`config.mk`:
```
export PLATFORM = sky130hd
export DESIGN_NAME = bus_change_logger
export DESIGN_NICKNAME = d
export VERILOG_FILES = /design/src/rtl/bus_change_logger_pkg.sv /design/src/rtl/bus_change_logger_fifo.sv /design/src/rtl/bus_change_logger.sv
export SDC_FILE = /design/constraint.sdc
export NUM_CORES = 1
export LEC_CHECK = 0
export ABC_CLOCK_PERIOD_IN_PS = 8200
export BUFFER_PORTS_ARGS = -buffer_cell sky130_fd_sc_hd__buf_2
export CAP_MARGIN = 20
export CORE_UTILIZATION = 40
export DETAILED_ROUTE_END_ITERATION = 12
export PLACE_DENSITY = 0.58
export SKIP_CTS_REPAIR_TIMING = 1
export SKIP_LAST_GASP = 1
export SLEW_MARGIN = 20
export SYNTH_ARGS = -nofsm -noshare
export SYNTH_HDL_FRONTEND = slang
export SYNTH_SLANG_ARGS = --single-unit
```
`constraint.sdc`:
```
create_clock -name clk -period 8.2 [get_ports clk]
set_clock_uncertainty 0.1 [all_clocks]
set_input_delay 0.82 -clock clk [delete_from_list [all_inputs] [get_ports clk]]
set_output_delay 0.82 -clock clk [all_outputs]
set_load 0.03 [all_outputs]
```
`src/rtl/bus_change_logger_pkg.sv`:
```
// Shared types for bus_change_logger.
//   state_t     : run-control state (IDLE / RUN / DONE)
//   log_entry_t : one log record {data, ts} at the default widths; the top
//                 builds the same {data, ts} layout at its own parameter widths.
package bus_change_logger_pkg;

  typedef enum logic [1:0] {
    ST_IDLE = 2'd0,
    ST_RUN  = 2'd1,
    ST_DONE = 2'd2
  } state_t;

  localparam int LOG_DATA_W = 8;
  localparam int LOG_TS_W   = 32;

  typedef struct packed {
    logic [LOG_DATA_W-1:0] data;
    logic [LOG_TS_W-1:0]   ts;
  } log_entry_t;

endpackage

```
`src/rtl/bus_change_logger_fifo.sv`:
```
// First-word-fall-through synchronous FIFO used as the change log.
//   clk, resetn        : clock, asynchronous active-low reset
//   flush              : synchronous empty; overrides push and pop that cycle
//   wr_en, wr_data     : push request and entry (dropped when full without pop)
//   rd_en              : pop request (ignored when empty)
//   rd_valid, rd_data  : head entry, zero while empty
//   full               : no free slot
module sync_fifo_fwft #(
  parameter int DEPTH   = 16,
  parameter int ENTRY_W = 40
) (
  input  logic               clk,
  input  logic               resetn,
  input  logic               flush,
  input  logic               wr_en,
  input  logic [ENTRY_W-1:0] wr_data,
  input  logic               rd_en,
  output logic               rd_valid,
  output logic [ENTRY_W-1:0] rd_data,
  output logic               full
);

  localparam int AW = $clog2(DEPTH);

  // Pointers carry one extra wrap bit to tell full from empty.
  logic [AW:0]        wr_ptr_q, wr_ptr_d;
  logic [AW:0]        rd_ptr_q, rd_ptr_d;
  logic [ENTRY_W-1:0] mem_q [DEPTH];
  logic               empty;
  logic               do_wr;
  logic               do_rd;

  always_comb begin
    empty = (wr_ptr_q == rd_ptr_q);
    full  = (wr_ptr_q[AW] != rd_ptr_q[AW]) && (wr_ptr_q[AW-1:0] == rd_ptr_q[AW-1:0]);
    do_rd = rd_en && !empty && !flush;
    // A pop in the same cycle frees the slot, so a push into a full FIFO succeeds.
    do_wr = wr_en && (!full || do_rd) && !flush;
    wr_ptr_d = wr_ptr_q;
    rd_ptr_d = rd_ptr_q;
    if (flush) begin
      wr_ptr_d = '0;
      rd_ptr_d = '0;
    end else begin
      if (do_wr) wr_ptr_d = wr_ptr_q + (AW+1)'(1);
      if (do_rd) rd_ptr_d = rd_ptr_q + (AW+1)'(1);
    end
    rd_valid = !empty;
    rd_data  = empty ? '0 : mem_q[rd_ptr_q[AW-1:0]];
  end

  always_ff @(posedge clk or negedge resetn) begin
    if (!resetn) begin
      wr_ptr_q <= '0;
      rd_ptr_q <= '0;
    end else begin
      wr_ptr_q <= wr_ptr_d;
      rd_ptr_q <= rd_ptr_d;
    end
  end

  // Storage holds no control state, so it is left unreset.
  always_ff @(posedge clk) begin
    if (do_wr) mem_q[wr_ptr_q[AW-1:0]] <= wr_data;
  end

endmodule

```
`src/rtl/bus_change_logger.sv`:
```
// On-chip activity recorder: logs timestamped, settled changes of a status
// bus into a FWFT FIFO, pulses a progress tick every INTERVAL cycles and ends
// the run after NUM_INTERVALS ticks.
//   clk, resetn                 : clock, asynchronous active-low reset
//   start                       : begin / restart a run (flushes log, clears counters)
//   mon_in                      : monitored bus
//   rd_valid/rd_ready           : log drain handshake
//   rd_data, rd_ts              : head entry value and push-time cycle count
//   tick, intervals             : progress pulse and completed-interval count
//   running, done, overflow     : state flags and sticky drop indicator
module bus_change_logger
  import bus_change_logger_pkg::*;
#(
  parameter int WIDTH         = 8,
  parameter int DEPTH         = 16,
  parameter int TS_WIDTH      = 32,
  parameter int INTERVAL      = 50000,
  parameter int NUM_INTERVALS = 10,
  parameter int SETTLE        = 1
) (
  input  logic                               clk,
  input  logic                               resetn,
  input  logic                               start,
  input  logic [WIDTH-1:0]                   mon_in,
  output logic                               rd_valid,
  input  logic                               rd_ready,
  output logic [WIDTH-1:0]                   rd_data,
  output logic [TS_WIDTH-1:0]                rd_ts,
  output logic                               tick,
  output logic [$clog2(NUM_INTERVALS+1)-1:0] intervals,
  output logic                               running,
  output logic                               done,
  output logic                               overflow
);

  localparam int IV_W = $clog2(NUM_INTERVALS+1);
  localparam int IC_W = $clog2(INTERVAL);
  localparam int ST_W = $clog2(SETTLE+1);

  typedef struct packed {
    logic [WIDTH-1:0]    data;
    logic [TS_WIDTH-1:0] ts;
  } entry_t;

  state_t              state_q, state_d;
  logic [TS_WIDTH-1:0] cycle_cnt_q, cycle_cnt_d;
  logic [IC_W-1:0]     interval_cnt_q, interval_cnt_d;
  logic [IV_W-1:0]     intervals_q, intervals_d;
  logic [ST_W-1:0]     stable_cnt_q, stable_cnt_d;
  logic [WIDTH-1:0]    samp_q, samp_d;
  logic [WIDTH-1:0]    last_logged_q, last_logged_d;
  logic                have_logged_q, have_logged_d;
  logic                overflow_q, overflow_d;

  logic   in_run;
  logic   tick_c;
  logic   push_req;
  logic   push_ok;
  logic   pop;
  logic   fifo_full;
  entry_t wr_entry;
  entry_t rd_entry;

  always_comb begin
    in_run   = (state_q == ST_RUN);
    tick_c   = in_run && (interval_cnt_q == IC_W'(INTERVAL-1));
    push_req = in_run && (stable_cnt_q == ST_W'(SETTLE))
               && ((samp_q != last_logged_q) || !have_logged_q);
    pop      = rd_valid && rd_ready;
    push_ok  = push_req && (!fifo_full || pop);
    wr_entry = '{data: samp_q, ts: cycle_cnt_q};

    state_d        = state_q;
    cycle_cnt_d    = cycle_cnt_q;
    interval_cnt_d = interval_cnt_q;
    intervals_d    = intervals_q;
    stable_cnt_d   = stable_cnt_q;
    samp_d         = mon_in;
    last_logged_d  = last_logged_q;
    have_logged_d  = have_logged_q;
    overflow_d     = overflow_q;

    if (samp_q != mon_in) begin
      stable_cnt_d = ST_W'(1);
    end else if (stable_cnt_q != ST_W'(SETTLE)) begin
      stable_cnt_d = stable_cnt_q + ST_W'(1);
    end

    if (start) begin
      state_d        = ST_RUN;
      cycle_cnt_d    = '0;
      interval_cnt_d = '0;
      intervals_d    = '0;
      stable_cnt_d   = '0;
      overflow_d     = 1'b0;
      have_logged_d  = 1'b0;
    end else if (in_run) begin
      cycle_cnt_d = cycle_cnt_q + TS_WIDTH'(1);
      if (tick_c) begin
        interval_cnt_d = '0;
        intervals_d    = intervals_q + IV_W'(1);
        if (intervals_q == IV_W'(NUM_INTERVALS-1)) state_d = ST_DONE;
      end else begin
        interval_cnt_d = interval_cnt_q + IC_W'(1);
      end
      // A dropped push leaves last_logged alone so the change is retried.
      if (push_ok) begin
        last_logged_d = samp_q;
        have_logged_d = 1'b1;
      end else if (push_req) begin
        overflow_d = 1'b1;
      end
    end
  end

  always_ff @(posedge clk or negedge resetn) begin
    if (!resetn) begin
      state_q        <= ST_IDLE;
      cycle_cnt_q    <= '0;
      interval_cnt_q <= '0;
      intervals_q    <= '0;
      stable_cnt_q   <= '0;
      samp_q         <= '0;
      last_logged_q  <= '0;
      have_logged_q  <= 1'b0;
      overflow_q     <= 1'b0;
    end else begin
      state_q        <= state_d;
      cycle_cnt_q    <= cycle_cnt_d;
      interval_cnt_q <= interval_cnt_d;
      intervals_q    <= intervals_d;
      stable_cnt_q   <= stable_cnt_d;
      samp_q         <= samp_d;
      last_logged_q  <= last_logged_d;
      have_logged_q  <= have_logged_d;
      overflow_q     <= overflow_d;
    end
  end

  // start flushes the log and takes priority over a same-cycle pop or push.
  sync_fifo_fwft #(
    .DEPTH   (DEPTH),
    .ENTRY_W ($bits(entry_t))
  ) u_fifo (
    .clk      (clk),
    .resetn   (resetn),
    .flush    (start),
    .wr_en    (push_ok),
    .wr_data  (wr_entry),
    .rd_en    (rd_ready),
    .rd_valid (rd_valid),
    .rd_data  (rd_entry),
    .full     (fifo_full)
  );

  assign rd_data   = rd_entry.data;
  assign rd_ts     = rd_entry.ts;
  assign tick      = tick_c;
  assign intervals = intervals_q;
  assign running   = in_run;
  assign done      = (state_q == ST_DONE);
  assign overflow  = overflow_q;

endmodule

```
==> metrics, run 1 <==
status completed; clock-pin slew on the worst setup and hold paths 0.06 ns; FFs w/ async S/R, synth 11.5%; EDFF count, synth 640; I/O Buffers 60; top cell type's share of synthesized area 67.5%; Die X approximately 270 um; Crit. Startpoint u_fifo.rd_ptr_q[1]; first-pass GRT wire length approximately 94000 um; top post-synthesis cells by area edfxtp_1 68%, mux4_2 16%, dfrtp_1 7.3%, xnor2_1 1.1%, and2_1 0.94%; clock sink count a little over 700; min Tclk post-route 4.69 ns; xor and xnor area share after synthesis 1.72%; drt total wl 62800 um; Req. time, crit path between 7 and 8 ns; crit-path cells buf_4 -> mux4_2 -> mux4_2 -> and2_1 -> buf_2; Reg power frac approximately 50%; antenna viol nets, final 0; clock share of power roughly 41%; Cell Area, Synth 28500 um2; Slew Limit Fails 0; Tcrit/Tclk final a little under three fifths; layout cells sized above 1 28.6%; placed wire-length estimate between 30000 and 40000 um; CP bufs+invs 2; most used cell, CP mux4_2; largest net degree at the start of global routing between 100 and 150; Min-Delay Path Class in -> async; MaxCap Viol Count 0; Worst path slowest cell dfrtp_4; unrepaired setup endpoints after global routing no; switching part of the total 22.6%; Antenna diodes 0; RD Place Congestion around 0.73; DR vias 13500; Int Power 6350 uW; vias in the first global route 14100; Gate Count Post-Synth 1361; dpl ws 4.08 ns; root buffer cell clkbuf_16; leakage power roughly 0.010 uW; startpoint class of the critical path flop; post-synthesis mux area share between 10% and 20%; Worst setup EP type output port; H-tree depth 3; complex-gate fraction of the synthesized area less than 1%; slowest stage delay, CP slightly above 0.9 ns; drt first-iter violations 1117; Area growth, synth to finish 13.9%; gr usage total 18.0%; # DRC 0; leading cell types in the layout, fill and taps excluded 640 x edfxtp_1, 200 x mux4_2, 79 x dfrtp_1; Placement Rows 97; CTS tree built; maximum operating frequency about 210 MHz; Final setup viols 0; Initial DRT Pass Iterations 4; largest family of logic cells by synthesized area multiplexers; Setup Crit Path Kind reg -> out; synth unique cells 53; Mapped Nets roughly 1400; worst skew pair latency roughly 0.61 ns; CP delay by family, top buffers and inverters; Die Y 269 um; Synth Area in Adders less than 1%; # IOs 61; total CTS buffers 74; Peak supply drop approximately 0.13 mV; clk buf depth 3; post-synthesis sequential area ratio between 70% and 80%; ys flop type edfxtp_1; gr ovfl total 0; Core Box Area roughly 70000 um2; CP arrival 3.77 ns; Final Hold Fails 0; Power Density 253 nW/um2; initial antenna violation count 0; top cell type by total area after synthesis edfxtp_1; sum of negative setup slack 0 ns; post-synthesis simple-gate area fraction approximately 4.6%; #FFs+latches synth 723; Routed WL per cell roughly 25 um; R2R Path Start u_fifo.rd_ptr_q[1]; yosys warns 0; setup ws final about 3.5 ns; commonest non-fill, non-tap cell in the layout edfxtp_1; Least-Margin Pin Slew slightly below 1 ns; Layout Nets between 1000 and 1500; worst rel slew slack between 30% and 40%; top fanout value on the critical path 61; Syn Area/Cell 20.9 um2; initial core utilization roughly 41%; Vias per Instance around 5.5; NetSw 1850 uW; die area a little over 70000 um2; Logic pwr share around 10%
-- worst register-to-register path: cells and delay by family, from the launching register on --
kind,cells,cell delay [ns]
XOR/XNOR,1,0.17
AND/OR/NAND/NOR,3,1.38
flip-flops,1,0.93
buffers and inverters,1,0.71
AO/OA/AOI/OAI,1,0.21
-- flip-flops by register name, summed over array words and instances, names as in the netlist --
| register | flops |
|---|---|
| u_fifo.mem_q | 640 |
| have_logged_q | 1 |
| u_fifo.wr_ptr_q | 5 |
| u_fifo.rd_ptr_q | 5 |
| overflow | 1 |
| last_logged_q | 8 |
| interval_cnt_q | 16 |
| cycle_cnt_q | 32 |
| intervals | 4 |
| stable_cnt_q | 1 |
| state_q | 2 |
| samp_q | 8 |
-- metal layers --
metal  vias up  global-route usage, %  part of all wire (%)
li1       5778                      -                     -
met3        86                   2.62                   4.3
met5         -                      0                     0
met2       292                   29.4                    49
met4         0                   5.19                   1.9
met1      7323                   25.3                    44
-- cell families after synthesis --
group                    Yosys count
adder cells (fa/ha/maj)            9
multiplexers                     213
flip-flops                       723
buffers and inverters             79
XOR/XNOR                          56
AND/OR/NAND/NOR                  244
AO/OA/AOI/OAI                     37
-- power groups by stage --
| stage | logic (uW) | clock network [uW] | registers [uW] |
|---|---|---|---|
| floorplan | 670 | 0 | 4100 |
| global placement | 846 | 0 | 4140 |
| detailed placement | 848 | 0 | 4140 |
| CTS | 850 | 3390 | 4060 |
| global route | 888 | 3520 | 4070 |
| finish | 823 | 3320 | 4060 |
-- cell type report --
class	count	area (um2)
tap	940	1180
timing repair buffer	100	616
multi-input combinational	559	6870
clock inverter	34	302
clock buffer	100	2100
fill	5830	37900
inverter	12	46.3
sequential	723	21300
-- Yosys cell counts (4+ instances only) --
cell      number
mux4_2       200
nor2b_1        4
nor3_1        24
nand3_1       17
or3_1          9
nand2_1       34
edfxtp_1     640
o21ai_0        5
xnor2_1       35
buf_6         10
nor4_1        12
inv_1         10
nor2_1        57
nand2b_1       4
o21ai_1        7
buf_1         11
buf_2         15
mux2_1        12
a21oi_1       14
nand4_1       17
clkbuf_1      30
xor2_1        21
dfrtp_1       83
ha_1           9
and2_1        43
and4_1         6
and3_1         4
-- path summary, 6_finish.rpt --
path                                       end  slack, ns  depth (start not counted)
max reg2reg                u_fifo.mem_q[6][14]       4.28                          6
max                                   rd_ts[5]       3.51                          5
min in group clk                     samp_q[3]       0.21                          1
max in group asynchronous   u_fifo.rd_ptr_q[1]       6.85                          2
min                               intervals[3]       0.04                          1
min reg2reg                   last_logged_q[3]       0.40                          1
-- per-stage QoR --
step                hold slack, ns  cells  power [uW]  utilization [%]  area (um2)
CTS                         0.0354   2468        8300             46.1       32400
floorplan                    0.379   1361        4770                -       28500
global placement             0.388   2334        4980             42.7       30000
detailed placement           0.397   2334        4990             42.7       30000
global route                0.0651   2468        8480             46.1       32400
finish                      0.0395   2468        8200             46.1       32400
(Power assumes the default switching activity.)
==> run 2, diff against run 1 <==
ABC_CLOCK_PERIOD_IN_PS = 4800   (was 8200)
clock period = 4.8 ns   (was 8.2 ns; I/O delays follow)
==> metrics, run 2 (synthesized netlist as in run 1, its figures left out) <==
status completed; Crit. Startpoint u_fifo.rd_ptr_q[1]; fillers 5874 (+0.75%); Hold Path End stable_cnt_q; Logic pwr share 10.4% (+0.4 points); die area 72200 um2 (unchanged); final non-filler cell total 2480 (+0.49%); dpl ws 1.11 ns (-2.97 ns); worst skew pair latency 0.62 ns (about the same); unrepaired setup endpoints after global routing no; hold path cells 2; layout cells sized above 1 28.1% (-0.48 points); # DRC 0 (unchanged); # placed instances 2333 (-0.043%); Min-Delay Path Class in -> reg; drt total wl 61900 um (-1.5%); register area 21300 um2 (unchanged); clock sink count 723 (unchanged); top fanout value on the critical path 132 (+120%); R2R Path Start u_fifo.rd_ptr_q[1]; initial antenna violation count 2 (+2); min Tclk post-route roughly 4.1 ns; Slew Limit Fails 0 (unchanged); multi-input logic area 6940 um2 (+1.0%); Power Density 430 nW/um2 (+70%); initial core utilization 40.5% (unchanged); clock share of power 40.3% (-0.2 points); clk buf depth 3 (unchanged); R2R cell count 7 (+1); first-pass GRT wire length 93600 um (about the same); CTS tree built; Req. time, crit path 4.22 ns (-3.06 ns); Reg power frac 49.3% (-0.2 points); leakage power 0.0106 uW (+0.74%); Int Power 10800 uW (+70%); setup ws final 0.679 ns (-2.83 ns); CP arrival 3.54 ns (-0.23 ns); Initial DRT Pass Iterations 5 (+1); Worst setup EP type output port; max reg flops 640 (unchanged); reg-to-reg setup timing slack 1.18 ns (-3.10 ns); largest net degree at the start of global routing 133 (+24%); total CTS buffers 74 (unchanged); Final setup viols 0 (unchanged); antenna viol nets, final 0 (unchanged); worst rel slew slack 31.5% (-2.7 points); Area growth, synth to finish 14.5%; RD Place Congestion 0.728 (-0.52%); placed wire-length estimate 33400 um (+1.7%); root buffer cell clkbuf_16; leading cell types in the layout, fill and taps excluded 640 x edfxtp_1, 200 x mux4_2, 79 x dfrtp_1; drt first-iter violations 978 (-12%); Peak supply drop 0.244 mV (+95%); Final Hold Fails 0 (unchanged); Routed WL per cell 24.9 um (-2.0%); vias in the first global route 14300 (+1.2%); Least-Margin Pin Slew 1.02 ns (+0.0321 ns); sum of negative setup slack 0 ns (unchanged); Vias per Instance 5.44 (-0.40%); gr usage total 17.9% (-0.16 points); Antenna diodes 0 (unchanged); # IOs 61 (unchanged); Layout Nets 1499 (+0.54%); startpoint class of the critical path flop; I/O Buffers 60 (unchanged); Tcrit/Tclk final between 80% and 90%; Core Box Area 70300 um2 (unchanged); Die X 269 um (unchanged); commonest non-fill, non-tap cell in the layout edfxtp_1; Placement Rows 97 (unchanged); H-tree depth 3 (unchanged); Die Y 269 um (unchanged); gr ovfl total 0 (unchanged); r2r endpoint u_fifo.mem_q[12][6]; DR vias 13500 (+0.082%); Hold Crit Start start; Setup Crit Path Kind reg -> out; clock-pin slew on the worst setup and hold paths 0.06 ns (about the same); MaxCap Viol Count 0 (unchanged); NetSw 3200 uW (+73%); maximum operating frequency ~240 MHz; switching part of the total 22.8% (+0.22 points)
[run 2: cell types whose count changed in the layout (fill, tap and decap cells not counted), sizes merged, moves of 3 or more]
cell         change
inv              +3
dlygate4sd3      +9
clkinv           -6
clkbuf           +5
[run 2: how the worst max path moves through the flow]
stage	end	slack, ns
final	rd_ts[14]	0.68
after detailed placement	u_fifo.mem_q[5][17]	1.11
after global placement	u_fifo.mem_q[5][8]	1.12
after floorplan	u_fifo.mem_q[0][0]	-1.23
after CTS	rd_ts[31]	0.63
after global routing	rd_ts[14]	0.55
[run 2: layer usage]
metal  track usage (%)  up-vias  share of wire [%]
li1                  -     5811                  -
met1              24.9     7292                 44
met2              29.0      308                 50
met3              3.47       79                5.2
met4              4.44        0                1.6
met5                 0        -                  0
[run 2: metrics by stage]
| stage | instance area (um2) | power (uW) | hold slack [ns] | util [%] |
|---|---|---|---|---|
| final | 32600 | 14000 | 0.0793 | 46.4 |
| after global routing | 32600 | 14500 | 0.0679 | 46.4 |
| after CTS | 32500 | 14200 | -0.216 | 46.3 |
| after detailed placement | 30100 | 8540 | 0.401 | 42.9 |
| after floorplan | 28500 | 8150 | 0.0844 | - |
| after global placement | 30100 | 8530 | 0.390 | 42.9 |
[run 2: cell type report]
| type | count | area share (%) |
|---|---|---|
| Multi-Input combinational cell | 559 | 21.3 |
| Timing Repair Buffer | 108 | 2.33 |
| Tap cell | 940 | 3.61 |
| Clock inverter | 33 | 1.06 |
| Inverter | 12 | 0.142 |
| Clock buffer | 105 | 6.25 |
| Sequential cell | 723 | 65.3 |
[run 2: critical path: stages, from the launching register on]
cell and delay, ns:
dfrtp_4 0.77, buf_12 0.66, mux4_2 0.44, mux4_2 0.49, and2_1 0.17, buf_2 0.18
[run 2: power groups by stage]
stage,clock [uW],combinational [uW],sequential [uW]
2_1_floorplan,0,1150,7010
3_5_place_dp,0,1510,7030
5_1_grt,6030,1590,6910
6_report,5650,1460,6900
4_1_cts,5780,1510,6900
3_3_place_gp,0,1500,7030
